==> src/rtl/mult_div_sequencer_if.sv <==
// EX-stage handshake and result bus between the pipeline and the multiply/divide sequencer.
interface mult_div_sequencer_if #(
   parameter int BITS_DATA  = 32,
   parameter int BITS_FUNCT = 6
);
   logic                  i_start;
   logic [BITS_FUNCT-1:0] i_funct;
   logic [BITS_DATA-1:0]  i_rs_data;
   logic [BITS_DATA-1:0]  i_rt_data;
   logic                  i_flush;
   logic                  o_stall;
   logic                  o_busy;
   logic                  o_done;
   logic                  o_div_by_zero;
   logic [BITS_DATA-1:0]  o_hi;
   logic [BITS_DATA-1:0]  o_lo;

   // Pipeline side: issues operations and consumes HI/LO.
   modport master (
      output i_start, i_funct, i_rs_data, i_rt_data, i_flush,
      input  o_stall, o_busy, o_done, o_div_by_zero, o_hi, o_lo
   );

   // Sequencer side.
   modport slave (
      input  i_start, i_funct, i_rs_data, i_rt_data, i_flush,
      output o_stall, o_busy, o_done, o_div_by_zero, o_hi, o_lo
   );
endinterface

==> src/rtl/mult_div_sequencer.sv <==
// Iterative MULT/MULTU/DIV/DIVU unit: one bit per cycle on operand magnitudes,
// sign fix-up in a single cycle, results held in HI/LO until the next completion.
module mult_div_sequencer #(
   parameter int BITS_DATA  = 32,
   parameter int BITS_FUNCT = 6,
   parameter int N_ITER     = BITS_DATA
) (
   input  logic                 i_clk,
   input  logic                 i_reset,
   mult_div_sequencer_if.slave  bus
);
   localparam int BITS_CNT = $clog2(N_ITER + 1);

   localparam logic [BITS_FUNCT-1:0] FUNCT_MULT  = BITS_FUNCT'(6'b011000);
   localparam logic [BITS_FUNCT-1:0] FUNCT_MULTU = BITS_FUNCT'(6'b011001);
   localparam logic [BITS_FUNCT-1:0] FUNCT_DIV   = BITS_FUNCT'(6'b011010);
   localparam logic [BITS_FUNCT-1:0] FUNCT_DIVU  = BITS_FUNCT'(6'b011011);

   typedef enum logic [1:0] {IDLE, CALC, SIGN, DONE} state_t;

   state_t                   state;
   logic [BITS_CNT-1:0]      count;
   logic [BITS_DATA-1:0]     opnd;        // multiplicand or divisor magnitude
   logic [2*BITS_DATA-1:0]   acc;         // {partial/remainder, multiplier/quotient}
   logic                     is_div;
   logic                     neg_result;  // operand signs differ (signed ops only)
   logic                     neg_rem;     // dividend was negative (signed ops only)
   logic                     busy;
   logic                     done;
   logic                     div_by_zero;
   logic [BITS_DATA-1:0]     hi;
   logic [BITS_DATA-1:0]     lo;

   logic                     valid_funct;
   logic                     accept;
   logic                     is_signed_op;
   logic                     is_div_op;
   logic                     rs_neg;
   logic                     rt_neg;
   logic [BITS_DATA-1:0]     rs_mag;
   logic [BITS_DATA-1:0]     rt_mag;
   logic [BITS_DATA:0]       mul_sum;
   logic [BITS_DATA:0]       div_shift;
   logic [BITS_DATA:0]       div_trial;
   logic [2*BITS_DATA-1:0]   mul_next;
   logic [2*BITS_DATA-1:0]   div_next;
   logic [2*BITS_DATA-1:0]   prod_fix;
   logic [BITS_DATA-1:0]     quot_fix;
   logic [BITS_DATA-1:0]     rem_fix;

   // Decode the request, form operand magnitudes and one shift-add / shift-subtract step.
   always_comb begin
      // NOTE: every signal gets a default first so no path leaves it unassigned (no latch).
      valid_funct  = bus.i_funct inside {FUNCT_MULT, FUNCT_MULTU, FUNCT_DIV, FUNCT_DIVU};
      accept       = i_reset && (state == IDLE) && bus.i_start && valid_funct && !bus.i_flush;
      is_signed_op = ~bus.i_funct[0];
      is_div_op    = bus.i_funct[1];
      rs_neg       = is_signed_op & bus.i_rs_data[BITS_DATA-1];
      rt_neg       = is_signed_op & bus.i_rt_data[BITS_DATA-1];
      rs_mag       = rs_neg ? -bus.i_rs_data : bus.i_rs_data;
      rt_mag       = rt_neg ? -bus.i_rt_data : bus.i_rt_data;

      // Multiply: add multiplicand when the multiplier LSB is set, then shift right.
      mul_sum  = {1'b0, acc[2*BITS_DATA-1:BITS_DATA]} + {1'b0, (acc[0] ? opnd : '0)};
      mul_next = {mul_sum, acc[BITS_DATA-1:1]};

      // Divide: shift the next dividend bit into the remainder and try the subtraction;
      // a borrow means restore (keep the shifted remainder) and emit a 0 quotient bit.
      div_shift = {acc[2*BITS_DATA-1:BITS_DATA], acc[BITS_DATA-1]};
      div_trial = div_shift - {1'b0, opnd};
      div_next  = div_trial[BITS_DATA]
                ? {div_shift[BITS_DATA-1:0], acc[BITS_DATA-2:0], 1'b0}
                : {div_trial[BITS_DATA-1:0], acc[BITS_DATA-2:0], 1'b1};

      prod_fix = neg_result ? -acc : acc;
      quot_fix = neg_result ? -acc[BITS_DATA-1:0] : acc[BITS_DATA-1:0];
      rem_fix  = neg_rem ? -acc[2*BITS_DATA-1:BITS_DATA] : acc[2*BITS_DATA-1:BITS_DATA];
   end

   // Sequencer FSM with registered status outputs and the HI/LO result registers.
   always_ff @(posedge i_clk) begin
      if (!i_reset) begin
         // NOTE: state is updated with non-blocking assignments so every register samples pre-edge values.
         state       <= IDLE;
         count       <= '0;
         opnd        <= '0;
         acc         <= '0;
         is_div      <= 1'b0;
         neg_result  <= 1'b0;
         neg_rem     <= 1'b0;
         busy        <= 1'b0;
         done        <= 1'b0;
         div_by_zero <= 1'b0;
         hi          <= '0;
         lo          <= '0;
      end else begin
         done        <= 1'b0;
         div_by_zero <= 1'b0;
         case (state)
            IDLE: begin
               if (accept) begin
                  is_div     <= is_div_op;
                  neg_result <= rs_neg ^ rt_neg;
                  neg_rem    <= rs_neg;
                  count      <= BITS_CNT'(N_ITER);
                  if (is_div_op) begin
                     opnd <= rt_mag;
                     acc  <= {{BITS_DATA{1'b0}}, rs_mag};
                  end else begin
                     opnd <= rs_mag;
                     acc  <= {{BITS_DATA{1'b0}}, rt_mag};
                  end
                  if (is_div_op && (bus.i_rt_data == '0)) begin
                     state       <= DONE;
                     done        <= 1'b1;
                     div_by_zero <= 1'b1;
                  end else begin
                     state <= CALC;
                     busy  <= 1'b1;
                  end
               end
            end
            CALC: begin
               if (bus.i_flush) begin
                  state <= IDLE;
                  busy  <= 1'b0;
               end else begin
                  acc   <= is_div ? div_next : mul_next;
                  count <= count - BITS_CNT'(1);
                  if (count == BITS_CNT'(1)) state <= SIGN;
               end
            end
            SIGN: begin
               busy <= 1'b0;
               if (bus.i_flush) begin
                  state <= IDLE;
               end else begin
                  if (is_div) begin
                     hi <= rem_fix;
                     lo <= quot_fix;
                  end else begin
                     hi <= prod_fix[2*BITS_DATA-1:BITS_DATA];
                     lo <= prod_fix[BITS_DATA-1:0];
                  end
                  state <= DONE;
                  done  <= 1'b1;
               end
            end
            DONE:    state <= IDLE;
            default: state <= IDLE;
         endcase
      end
   end

   assign bus.o_stall       = busy | accept;
   assign bus.o_busy        = busy;
   assign bus.o_done        = done;
   assign bus.o_div_by_zero = div_by_zero;
   assign bus.o_hi          = hi;
   assign bus.o_lo          = lo;
endmodule
==> src/flat_wrapper.sv <==
// flat-port wrapper written by rule: the top's interface ports become plain ports
module mult_div_sequencer_flat 
#(
   parameter int BITS_DATA  = 32,
   parameter int BITS_FUNCT = 6,
   parameter int N_ITER     = BITS_DATA
)
  (i_clk, i_reset, bus_i_start, bus_i_funct, bus_i_rs_data, bus_i_rt_data, bus_i_flush, bus_o_stall, bus_o_busy, bus_o_done, bus_o_div_by_zero, bus_o_hi, bus_o_lo);
  mult_div_sequencer_if #(.BITS_DATA(BITS_DATA), .BITS_FUNCT(BITS_FUNCT)) bus_i ();
  input  logic i_clk;
  input  logic i_reset;
  input wire logic [$bits(bus_i.i_start)-1:0] bus_i_start;
  input wire logic [$bits(bus_i.i_funct)-1:0] bus_i_funct;
  input wire logic [$bits(bus_i.i_rs_data)-1:0] bus_i_rs_data;
  input wire logic [$bits(bus_i.i_rt_data)-1:0] bus_i_rt_data;
  input wire logic [$bits(bus_i.i_flush)-1:0] bus_i_flush;
  output wire logic [$bits(bus_i.o_stall)-1:0] bus_o_stall;
  output wire logic [$bits(bus_i.o_busy)-1:0] bus_o_busy;
  output wire logic [$bits(bus_i.o_done)-1:0] bus_o_done;
  output wire logic [$bits(bus_i.o_div_by_zero)-1:0] bus_o_div_by_zero;
  output wire logic [$bits(bus_i.o_hi)-1:0] bus_o_hi;
  output wire logic [$bits(bus_i.o_lo)-1:0] bus_o_lo;
  assign bus_i.i_start = bus_i_start;
  assign bus_i.i_funct = bus_i_funct;
  assign bus_i.i_rs_data = bus_i_rs_data;
  assign bus_i.i_rt_data = bus_i_rt_data;
  assign bus_i.i_flush = bus_i_flush;
  assign bus_o_stall = bus_i.o_stall;
  assign bus_o_busy = bus_i.o_busy;
  assign bus_o_done = bus_i.o_done;
  assign bus_o_div_by_zero = bus_i.o_div_by_zero;
  assign bus_o_hi = bus_i.o_hi;
  assign bus_o_lo = bus_i.o_lo;
  mult_div_sequencer #(.BITS_DATA(BITS_DATA), .BITS_FUNCT(BITS_FUNCT), .N_ITER(N_ITER)) u_core (.i_clk(i_clk), .i_reset(i_reset), .bus(bus_i));
endmodule
==> config.mk <==
export PLATFORM = sky130hd
export DESIGN_NAME = mult_div_sequencer_flat
export DESIGN_NICKNAME = d
export VERILOG_FILES = /design/src/rtl/mult_div_sequencer_if.sv /design/src/rtl/mult_div_sequencer.sv /design/src/flat_wrapper.sv
export SDC_FILE = /design/constraint.sdc
export NUM_CORES = 1
export LEC_CHECK = 0
export BUFFER_PORTS_ARGS = -buffer_cell sky130_fd_sc_hd__buf_4
export CAP_MARGIN = 10
export CORE_ASPECT_RATIO = 1.4
export CORE_MARGIN = 4
export CORE_UTILIZATION = 65
export DETAILED_ROUTE_END_ITERATION = 7
export PLACE_DENSITY = 0.95
export SLEW_MARGIN = 20
export SYNTH_ARGS = -nofsm -noshare
export SYNTH_HDL_FRONTEND = slang
export SYNTH_SLANG_ARGS = --single-unit
==> constraint.sdc <==
create_clock -name i_clk -period 5.4 [get_ports i_clk]
set_input_delay 0.81 -clock i_clk [delete_from_list [all_inputs] [get_ports i_clk]]
set_output_delay 0.81 -clock i_clk [all_outputs]
set_load 0.05 [all_outputs]
Word level (Yosys, flattened, before mapping)
Index checks and enable logic that the tools add are counted.
- input bits: 74
- bits in registers: 174
- output and inout bits: 68
- logic and storage cells: 88
- muxes and demuxes: 32
- bitwise operators: 6
- equal/unequal tests: 13
- reductions and logical operators: 17
- add/sub/neg operators: 8
- operator list (operator ; count):
    64-bit two-way mux ; 5
    32-bit two-way mux ; 9
    32-bit negator ; 4
    64-bit one-hot mux with 2 select lines ; 1
    64-bit negator ; 1
    32-bit by 32-bit adder with 33-bit output ; 1
    33-bit by 32-bit subtractor with 33-bit output ; 1
    32-bit zero test ; 1
    6-bit by 5-bit equality test with 1-bit output (second input constant) ; 4
    6-bit two-way mux ; 2
    6-bit one-hot mux with 2 select lines ; 1
    2-bit two-way mux ; 5
    2-bit one-hot mux with 4 select lines ; 1
    2-bit AND reduction ; 4
    6-bit by 1-bit equality test with 1-bit output (second input constant) ; 1
    1-bit two-way mux ; 6
    2-bit inequality test (second input constant) ; 3
    6-bit by 1-bit subtractor with 6-bit output (second input constant) ; 1
    1-bit logical AND ; 5
    2-bit equality test (second input constant) ; 2
    4-bit AND reduction ; 1
    4-bit nonzero test ; 1
    3-bit by 2-bit inequality test with 1-bit output (second input constant) ; 1
    1-bit one-hot mux with 3 select lines ; 1
    12 further kinds ; 14

Depth between registers and ports, before layout
Gate-level depths: netlist (run 1).
- depth in word-level cells: 7
- mapped depth: 15
- gate-level depth less buffers: 13

Worst setup path after synthesis (run 1)
No wires, ideal clock.
- path type: reg2reg
- from: register u_core.acc[0]
- to: register u_core.acc[62]
- stages on the path, launching flop included: 15
- period minus slack after synthesis: 3232 ps
- setup time: 60 ps
- required time: 5340 ps
- arrival time: 3172 ps
- path slack: 2168 ps
- buffers on the path: 2
- cell sequence: dfxtp_1 -> clkbuf_1 -> inv_1 -> clkbuf_1 -> nor2_1 -> ha_1 -> o211ai_1 -> o21ai_1 -> o21ai_0 -> a21boi_0 -> a21oi_1 -> o311a_1 -> or3_1 -> a21oi_1 -> a221o_1
- word-level cells in the longest chain between the ends: 5
- RTL lines (what ; RTL line ; source):
    start, declared ; mult_div_sequencer.sv:24 ; logic [2*BITS_DATA-1:0] acc;
    start signal, assigned ; mult_div_sequencer.sv:108 ; acc <= {{BITS_DATA{1'b0}}, rs_mag};
    start signal, assigned ; mult_div_sequencer.sv:111 ; acc <= {{BITS_DATA{1'b0}}, rt_mag};
    start signal, assigned ; mult_div_sequencer.sv:128 ; acc <= is_div ? div_next : mul_next;
    32-bit two-way mux ; mult_div_sequencer.sv:64 ; mul_sum = {1'b0, acc[2*BITS_DATA-1:BITS_DATA]} + {1'b0, (acc[0] ? opnd : '0)};
    32-bit by 32-bit adder with 33-bit output ; mult_div_sequencer.sv:64 ;
    64-bit two-way mux ; mult_div_sequencer.sv:128 ;
    64-bit two-way mux ; mult_div_sequencer.sv:124 ; if (bus.i_flush) begin
    64-bit one-hot mux with 2 select lines ; mult_div_sequencer.sv:99 ; case (state)
No other way between the ends. The select of a mux whose other input is x is not followed.
A chain may end at the register's enable or synchronous reset.

Final worst setup path (run 1)
- from: register u_core.acc[0]
- to: register u_core.acc[61]
The elaborated chain is that of the path after synthesis.

==> results_dict.tcl, run 1 <==
set metrics [dict create \
    max_freq_ghz 0.254 \
    drt-initial-drc-count 1586 \
    routed_wl_microns 46800 \
    setup_tns_ns 0 \
    antenna_found_initial 0 \
    ys_seq_area_frac 0.242 \
    status "finished with violations" \
    path_cells "inv_1, buf_4, nor2_1, ha_1, a21o_1, or3_1, o211ai_1, o211ai_1, a211oi_1, o21bai_1, xnor2_1, o21ai_0, a311o_1" \
    grt_pass1_vias 14600 \
    yosysTopAreaCellShare 0.242 \
    start_util 0.660 \
    rr_worst_depth 13 \
    ctsHoldBuffers 0 \
    vias 15100 \
    slowest_stage "dfxtp_1" \
    drc 1 \
    port_buffers 141 \
    rsz0062_at_grt "no" \
    dieArea_sq_um 24600 \
    violations "DRC" \
    grt_usage 0.375 \
    yosysTopAreaCell "dfxtp_1" \
    post_cts.repair.setup_buffers 0 \
    synthDistinctLibCells 81 \
    htree_levels 4 \
    synth_ff_type "dfxtp_1" \
    via_per_inst 6.51 \
    slowest_delay_ns 0.59 \
    critPathLaunchType "register" \
    critPathMostFrequentCell "o211ai_1" \
    ys_ff_latch 174 \
    gp_congestion 1.03 \
    endpoint_kind "register" \
    clock-root-buffer "clkbuf_16" \
    drive_gt1_frac 0.126 \
    critPathRequiredTime_ns 5.74 \
    p_per_area_nw_per_um2 200 \
    cp_max_fo 31 \
    cts.sinks 174 \
    max_cap_violations 0 \
    synthArstFlopShare 0 \
    ys_warn_count 0 \
    power.total_uw 3220 \
    avgSynthCellArea_sq_um 7.38 \
    leakagePower_uw 0.00667 \
    nNetsFinal 2155 \
    dp_hpwl_microns 35300 \
    wl_per_cell_microns 20.2 \
    maxSlewViolCount 0 \
    synthToLayoutAreaGrowth_pct 11.9 \
    timing.final.ws_setup_ns 1.46 \
    grt_max_degree 113 \
    synth_fp_nets 2098 \
    relSlewSlack 0.295 \
    synth_edf_count 0 \
    grt_pass1_wl_microns 74500 \
    synthesis.area_sq_um 14400 \
    min_path_cells 2 \
    num_rows 64 \
    synth_common_cells "nor2_1 (212), nand2_1 (211), a21oi_1 (204)" \
    worst_slew_pin_slew_ns 1.06 \
    peakVddDrop_v 0.000220 \
    worstPathArrival_ns 4.28 \
    place_ws_ns 1.52 \
    period_needed_ns 3.94 \
    coreArea_sq_um 21800 \
    cts_inserted_buffers 17 \
    syn_inst 1948 \
    num_antenna_cells 0 \
    cts_tree "done" \
    synth_area_leaders "dfxtp_1 (24%), a21oi_1 (7.1%), ha_1 (6.4%)" \
    fin_skew_ns 0.0120 \
    ant_nets 0 \
    hold_violations 0 \
    clkTransAtPathRegs_ns 0.08 \
    critPathKind "reg -> reg" \
    clock_latency_ns 0.45 \
    grt_overflow 0 \
    die_w_microns 134 \
    die_height_microns 184 \
    hold-worst-slack_ns 0.453 \
    period_share 0.730 \
    worstHoldPathType "reg -> reg" \
    setup_viol 0 \
    cts_resized 0 \
    io_pins 142 \
    yosysMostFrequentCell "nor2_1" \
    dr.pass1.iters 8 \
    clockBufferDepth 2 \
]
[power by group]
group          switching, uW  internal, uW
combinational            390           211
clock                    600           701
sequential              18.6          1300
[per-layer routing]
metal / GRT usage / wire length, microns / vias to the layer above / part of all wire
li1: - / - / 7095 / -
met1: 0.436 / 17500 / 6998 / 0.37
met2: 0.631 / 22400 / 755 / 0.48
met3: 0.0515 / 2910 / 217 / 0.062
met4: 0.274 / 4000 / 0 / 0.085
met5: 0 / 0 / - / 0
[path summary, 6_finish.rpt]
check,slack [ns],from,to
worst min-delay path,0.45,u_core.bus.o_hi[16]$_SDFFE_PN0P_,u_core.bus.o_hi[16]$_SDFFE_PN0P_
worst max register to register,1.46,u_core.acc[0]$_SDFFE_PN0P_,u_core.acc[61]$_SDFFE_PN0P_
worst min register to register,0.45,u_core.bus.o_hi[16]$_SDFFE_PN0P_,u_core.bus.o_hi[16]$_SDFFE_PN0P_
worst max-delay path,1.46,u_core.acc[0]$_SDFFE_PN0P_,u_core.acc[61]$_SDFFE_PN0P_
[logic make-up after synthesis]
| kind of cell | count (synthesis) | share of synthesized area |
|---|---|---|
| and+or+nand+nor | 645 | 0.212 |
| xor gates and xnor gates | 172 | 0.105 |
| adders and majority gates | 76 | 0.0672 |
| buffers and inverters | 198 | 0.0538 |
| muxes | 66 | 0.0480 |
| AOI/OAI and AO/OA | 617 | 0.272 |
| DFF | 174 | 0.242 |
[state kept, by name, summed over array words and instances (netlist names), 2 cells and up]
register and count:
u_core.acc 64, u_core.bus.o_hi 32, u_core.bus.o_lo 32, u_core.count 6, u_core.opnd 32, u_core.state 2
[per-stage QoR]
stage | cells | cell area (sq um) | utilization
after floorplan | 1948 | 14400 | -
after global placement | 2283 | 15500 | 0.711
after detailed placement | 2283 | 15500 | 0.711
after CTS | 2315 | 16100 | 0.738
after global routing | 2315 | 16100 | 0.739
final | 2315 | 16100 | 0.739
[area by class of cell]
cell class,instances,area [sq um]
multi-input combinational,1576,10100
clock inverter,14,176
clock buffer,18,429
timing repair buffer,159,1200
sequential,174,3480
tap,297,372
fill,1711,5690
inverter,77,290
[worst max-delay path, delay by kind of cell, from the launching register on]
| kind | cells | cell delay, ns |
|---|---|---|
| adder cells (fa/ha/maj) | 1 | 0.28 |
| flip-flops | 1 | 0.59 |
| AO/OA/AOI/OAI | 7 | 1.98 |
| AND/OR/NAND/NOR | 2 | 0.47 |
| buffers and inverters | 2 | 0.32 |
| XOR/XNOR | 1 | 0.17 |
[cell usage in the layout (no fill, tap or decap), types with 5 or more instances in the layout]
cell / netlist / layout
nor4_1: 16 / 16
o21ai_0: 124 / 124
nor3_1: 50 / 49
a21oi_1: 204 / 203
a22oi_1: 23 / 23
nand2_1: 211 / 211
o21bai_1: 8 / 8
buf_4: 3 / 158
a31oi_1: 11 / 11
nor2_1: 212 / 211
o21a_1: 10 / 10
or4_1: 12 / 12
o211ai_1: 31 / 31
xnor2_1: 81 / 81
nor4_4: 5 / 5
ha_1: 74 / 74
nor2b_1: 14 / 12
o41ai_1: 7 / 7
nand3_1: 36 / 36
o31ai_1: 20 / 20
a21o_1: 37 / 37
a211oi_1: 67 / 67
inv_1: 77 / 76
clkbuf_16: 0 / 17
o21ai_1: 14 / 14
mux2_2: 23 / 23
a311oi_1: 9 / 9
or3_1: 14 / 13
o311ai_0: 5 / 5
xor2_1: 91 / 91
and2_1: 8 / 8
dfxtp_1: 174 / 173
and3_1: 13 / 13
mux2i_1: 43 / 43
nand2b_1: 16 / 15
nand4_1: 10 / 10
(Power assumes the default switching activity.)
==> inputs of run 2 (changes only) <==
--- a/config.mk
+++ b/config.mk
@@ -9,9 +9,9 @@
 export CAP_MARGIN = 10
 export CORE_ASPECT_RATIO = 1.4
 export CORE_MARGIN = 4
-export CORE_UTILIZATION = 65
+export CORE_UTILIZATION = 61
 export DETAILED_ROUTE_END_ITERATION = 7
-export PLACE_DENSITY = 0.95
+export PLACE_DENSITY = 0.91
 export SLEW_MARGIN = 20
 export SYNTH_ARGS = -nofsm -noshare
 export SYNTH_HDL_FRONTEND = slang
==> constraint.sdc (replaced) <==
create_clock -name i_clk -period 3.65 [get_ports i_clk]
set_input_delay 0.5475 -clock i_clk [delete_from_list [all_inputs] [get_ports i_clk]]
set_output_delay 0.5475 -clock i_clk [all_outputs]
set_load 0.05 [all_outputs]
==> run 2 against run 1 <==
Effect of this change:
- the run now ends clean
- routed wire length is 2.3% higher
- fmax rose by 13%
- die area rose by 6.2%
- sequential power rose by 47%
==> results_dict.tcl, run 2 (synthesis gave the netlist of run 1 again) <==
set metrics [dict create \
    largest_register "u_core.acc" \
    dp_cells 2336 \
    timing.rr.end "u_core.acc[57]$_SDFFE_PN0P_" \
    maxSlewViolCount 0 \
    grt_pass1_wl_microns 75200 \
    vias 15300 \
    drt-initial-drc-count 1477 \
    dieArea_sq_um 26100 \
    cts_inserted_buffers 17 \
    num_antenna_cells 0 \
    die_w_microns 138 \
    critPathMostFrequentCell "o211ai_1" \
    final_cell_mix "nand2_1 (211), nor2_1 (211), a21oi_1 (203)" \
    num_rows 66 \
    io_pins 142 \
    period_needed_ns 3.50 \
    synthToLayoutAreaGrowth_pct 14.5 \
    leakagePower_uw 0.00691 \
    cts_resized 0 \
    dp_hpwl_microns 36800 \
    die_height_microns 190 \
    clkTransAtPathRegs_ns 0.08 \
    peakVddDrop_v 0.000347 \
    start_util 0.620 \
    clockBufferDepth 2 \
    post_cts.repair.setup_buffers 0 \
    hold-worst-slack_ns 0.457 \
    endpoint_kind "register" \
    relSlewSlack 0.379 \
    setup_tns_ns 0 \
    slowest_delay_ns 0.44 \
    rsz0062_at_grt "yes" \
    worst_hold_startpoint "u_core.bus.o_hi[27]$_SDFFE_PN0P_" \
    grt_overflow 0 \
    routed_wl_microns 47900 \
    design_area_sq_um 16500 \
    grt_usage 0.363 \
    nFillCells 1836 \
    p_per_area_nw_per_um2 290 \
    hold_violations 0 \
    drive_gt1_frac 0.145 \
    clock-root-buffer "clkbuf_16" \
    worst_slew_pin_slew_ns 0.931 \
    drc 0 \
    port_buffers 141 \
    period_share 0.958 \
    via_per_inst 6.45 \
    ctsHoldBuffers 0 \
    htree_levels 4 \
    cts.sinks 174 \
    max_freq_ghz 0.286 \
    clock_latency_ns 0.45 \
    gp_congestion 1.06 \
    dr.pass1.iters 6 \
    grt_pass1_vias 14700 \
    min_path_cells 2 \
    hold_end "u_core.bus.o_hi[27]$_SDFFE_PN0P_" \
    rr_worst_depth 14 \
    largest_register_ffs 64 \
    coreArea_sq_um 23200 \
    status "finished clean" \
    place_area_sq_um 15800 \
    max_cap_violations 0 \
    grt_max_degree 90 \
    slowest_stage "o211ai_1" \
    antenna_found_initial 0 \
    critPathLaunchType "register" \
    r2r-start "u_core.acc[0]$_SDFFE_PN0P_" \
    final_cell_count_no_fill 2368 \
    rrSetupSlack_ns 0.15 \
    cts_tree "done" \
    nNetsFinal 2199 \
    critPathRequiredTime_ns 4.01 \
    path_cells "buf_4, and2_1, ha_1, inv_1, fa_1, nand2b_1, a21oi_1, o211ai_1, o211ai_1, a21oi_1, o211ai_1, xor2_1, o21ai_0, a22oi_1" \
    fin_skew_ns 0.0123 \
    setup_viol 0 \
    cp_max_fo 9 \
    ant_nets 0 \
    worstHoldPathType "reg -> reg" \
    critPathKind "reg -> reg" \
    worstPathArrival_ns 3.86 \
    wl_per_cell_microns 20.2 \
]
## run 2: changes by cell type in the layout (fill, tap and decap cells not counted), moves of 2 or more
cell / delta
inv_8: +2
inv_6: -3
clkinv_2: -2
buf_4: +44
clkinv_4: +5
## run 2: worst max path at each step
stage,startpoint,end,slack [ns],cells after the start
2_1_floorplan,u_core.acc[0]$_SDFFE_PN0P_,u_core.acc[62]$_SDFFE_PN0P_,0.42,14
3_3_place_gp,u_core.acc[31]$_SDFFE_PN0P_,u_core.acc[0]$_SDFFE_PN0P_,0.28,13
3_5_place_dp,u_core.acc[31]$_SDFFE_PN0P_,u_core.acc[0]$_SDFFE_PN0P_,0.21,13
4_1_cts,u_core.acc[31]$_SDFFE_PN0P_,u_core.acc[0]$_SDFFE_PN0P_,0.19,13
5_1_grt,u_core.acc[31]$_SDFFE_PN0P_,u_core.acc[0]$_SDFFE_PN0P_,-0.01,13
6_report,u_core.acc[0]$_SDFFE_PN0P_,u_core.acc[57]$_SDFFE_PN0P_,0.15,14
## run 2: where the power goes
| part | switching [uW] | leakage (uW) | internal (uW) |
|---|---|---|---|
| clock | 909 | 0.000298 | 997 |
| combinational | 581 | 0.00521 | 341 |
| sequential | 25.3 | 0.00140 | 1920 |
## run 2: cell type report
type	instances	area [sq um]	share of cell area
Multi-Input combinational cell	1576	10100	0.617
Sequential cell	174	3480	0.212
Timing Repair Buffer	203	1540	0.0934
Clock buffer	18	439	0.0267
Tap cell	306	383	0.0233
Inverter	77	294	0.0179
Clock inverter	14	169	0.0103
## run 2: metal layers
metal  vias up  routed length (microns)  GRT usage
met5         -                        0          0
met1      7067                    17300      0.406
met4         0                     4930      0.316
met2       773                    22600      0.594
met3       249                     3050     0.0503
li1       7195                        -          -
## run 2: worst max-delay path, delay by kind of cell (launching register included)
family	cells	cell delay, ns
compound gates	7	1.66
xor+xnor	1	0.17
fa+ha+maj	2	0.58
buf+inv	2	0.29
flops	1	0.39
simple gates	2	0.32
## run 2: per-stage QoR
| step | power, uW | utilization | worst slack, ns |
|---|---|---|---|
| floorplan | 2570 | - | 0.418 |
| global placement | 2870 | 0.682 | 0.278 |
| detailed placement | 2890 | 0.682 | 0.213 |
| CTS | 4750 | 0.709 | 0.191 |
| global route | 4910 | 0.709 | -0.0123 |
| finish | 4770 | 0.709 | 0.153 |
==> inputs of run 3 (changes only) <==
--- a/config.mk
+++ b/config.mk
@@ -6,12 +6,13 @@
 export NUM_CORES = 1
 export LEC_CHECK = 0
 export BUFFER_PORTS_ARGS = -buffer_cell sky130_fd_sc_hd__buf_4
-export CAP_MARGIN = 10
 export CORE_ASPECT_RATIO = 1.4
 export CORE_MARGIN = 4
 export CORE_UTILIZATION = 61
 export DETAILED_ROUTE_END_ITERATION = 7
+export GPL_TIMING_DRIVEN = 0
 export PLACE_DENSITY = 0.91
+export SETUP_SLACK_MARGIN = 0.4
 export SLEW_MARGIN = 20
 export SYNTH_ARGS = -nofsm -noshare
 export SYNTH_HDL_FRONTEND = slang
==> run 3 against run 2 <==
Effect of this change:
- non-clock buffer count rose by 86
- cell area rose by 2.7%
- routed wire length rose by 14%
- via count rose by 5.4%
- total power rose by 1.7%
- clock power barely moved
- critical endpoint is now u_core.bus.o_hi[19]$_SDFFE_PN0P_
==> results_dict.tcl, run 3 (synthesis gave the netlist of run 1 again) <==
set metrics [dict create \
    clkTransAtPathRegs_ns 0.08 \
    routed_wl_microns 54700 \
    final_common_cell "nand2_1" \
    synthToLayoutAreaGrowth_pct 17.6 \
    grt_pass1_vias 15500 \
    via_per_inst 6.57 \
    relSlewSlack 0.426 \
    grt_pass1_wl_microns 82800 \
    final_cell_mix "nand2_1 (211), nor2_1 (209), a21oi_1 (194)" \
    place_ws_ns -0.830 \
    largest_register_ffs 64 \
    antenna_found_initial 0 \
    setup_viol 0 \
    status "finished clean" \
    clockBufferDepth 2 \
    rsz0062_at_grt "yes" \
    max_freq_ghz 0.307 \
    grt_max_degree 18 \
    dieArea_sq_um 26100 \
    dr.pass1.iters 6 \
    fin_skew_ns 0.0156 \
    drc 0 \
    cts_inserted_buffers 17 \
    die_w_microns 138 \
    coreArea_sq_um 23200 \
    leakagePower_uw 0.00698 \
    peakVddDrop_v 0.000386 \
    timing.final.ws_setup_ns 0.390 \
    start_util 0.620 \
    num_antenna_cells 0 \
    critPathKind "reg -> reg" \
    cp_num_buf_inv 1 \
    worstPathArrival_ns 3.56 \
    cts.sinks 174 \
    wl_per_cell_microns 22.3 \
    gp_congestion 1.03 \
    num_rows 66 \
    slowest_delay_ns 0.63 \
    endpoint_kind "register" \
    critPathRequiredTime_ns 3.95 \
    fin_util 0.728 \
    max_cap_violations 0 \
    critPathLaunchType "register" \
    maxSlewViolCount 0 \
    vias 16100 \
    cp_max_fo 8 \
    nNetsFinal 2285 \
    clock_latency_ns 0.46 \
    dp_hpwl_microns 42600 \
    critical_path.top_delay_family "simple AND/OR/NAND/NOR gates" \
    grt_overflow 0 \
    p_per_area_nw_per_um2 287 \
    worstHoldPathType "reg -> reg" \
    period_share 0.893 \
    grt_usage 0.405 \
    hold_violations 0 \
    cts_tree "done" \
    ant_nets 0 \
    largest_register "u_core.acc" \
    period_needed_ns 3.26 \
    clock-root-buffer "clkbuf_16" \
    slowest_stage "or4_1" \
    drt-initial-drc-count 1756 \
    io_pins 142 \
    htree_levels 4 \
    die_height_microns 190 \
    port_buffers 138 \
    drive_gt1_frac 0.152 \
    worst_slew_pin_slew_ns 0.851 \
    path_cells "clkbuf_1, or4_1, nor4_1, nand2_1, nor2_4, nor2_1, o31ai_1, xor2_1, a211oi_1" \
    hold-worst-slack_ns 0.458 \
]
## run 3: worst reg2reg max path: stages, from the launching register on
cell	delay, ns
dfxtp_1	0.30
clkbuf_1	0.19
or4_1	0.63
nor4_1	0.58
nand2_1	0.29
nor2_4	0.21
nor2_1	0.13
o31ai_1	0.40
xor2_1	0.28
a211oi_1	0.12
## run 3: repair_timing
action	in CTS	in global routing
resized for setup	37	63
cloned	0	1
pin swaps	13	19
hold buffers	0	0
endpoints found under the setup margin	51	37
setup buffers	16	13
## run 3: report_power, final
| part | switching, uW | internal (uW) | leakage (uW) |
|---|---|---|---|
| registers | 22.2 | 1920 | 0.00141 |
| logic | 668 | 355 | 0.00528 |
| clock network | 907 | 983 | 0.000282 |
## run 3: layout make-up
cell class / count / area (sq um)
plain buffers: 121 / 533
clock buffers: 18 / 439
clock inverters: 14 / 148
fillers: 1864 / 6300
inverters: 77 / 300
multi-input cells: 1576 / 10300
flip-flops and latches: 174 / 3520
well taps: 306 / 383
repair buffers: 168 / 1280
## run 3: worst paths after layout
path / slack (ns) / cells after the start / startpoint / endpoint
setup / recovery: 0.39 / 9 / u_core.acc[24]$_SDFFE_PN0P_ / u_core.bus.o_hi[19]$_SDFFE_PN0P_
hold reg to reg: 0.46 / 2 / u_core.bus.o_hi[8]$_SDFFE_PN0P_ / u_core.bus.o_hi[8]$_SDFFE_PN0P_
hold / removal: 0.46 / 2 / u_core.bus.o_hi[8]$_SDFFE_PN0P_ / u_core.bus.o_hi[8]$_SDFFE_PN0P_
setup reg to reg: 0.39 / 9 / u_core.acc[24]$_SDFFE_PN0P_ / u_core.bus.o_hi[19]$_SDFFE_PN0P_
## run 3: layer usage
layer,track usage,part of all wire,vias to the layer above
met5,0,0,-
li1,-,-,7359
met2,0.667,0.47,939
met1,0.453,0.36,7500
met3,0.0582,0.070,315
met4,0.343,0.10,0
## run 3: through the flow
step	area, sq um	setup TNS [ns]	total power (uW)	instances
floorplan	14400	0	2570	1948
global placement	15800	-5.77	2920	2392
detailed placement	15800	-6.85	2930	2392
CTS	16600	0	4780	2440
global route	16900	0	4950	2454
finish	16900	0	4850	2454
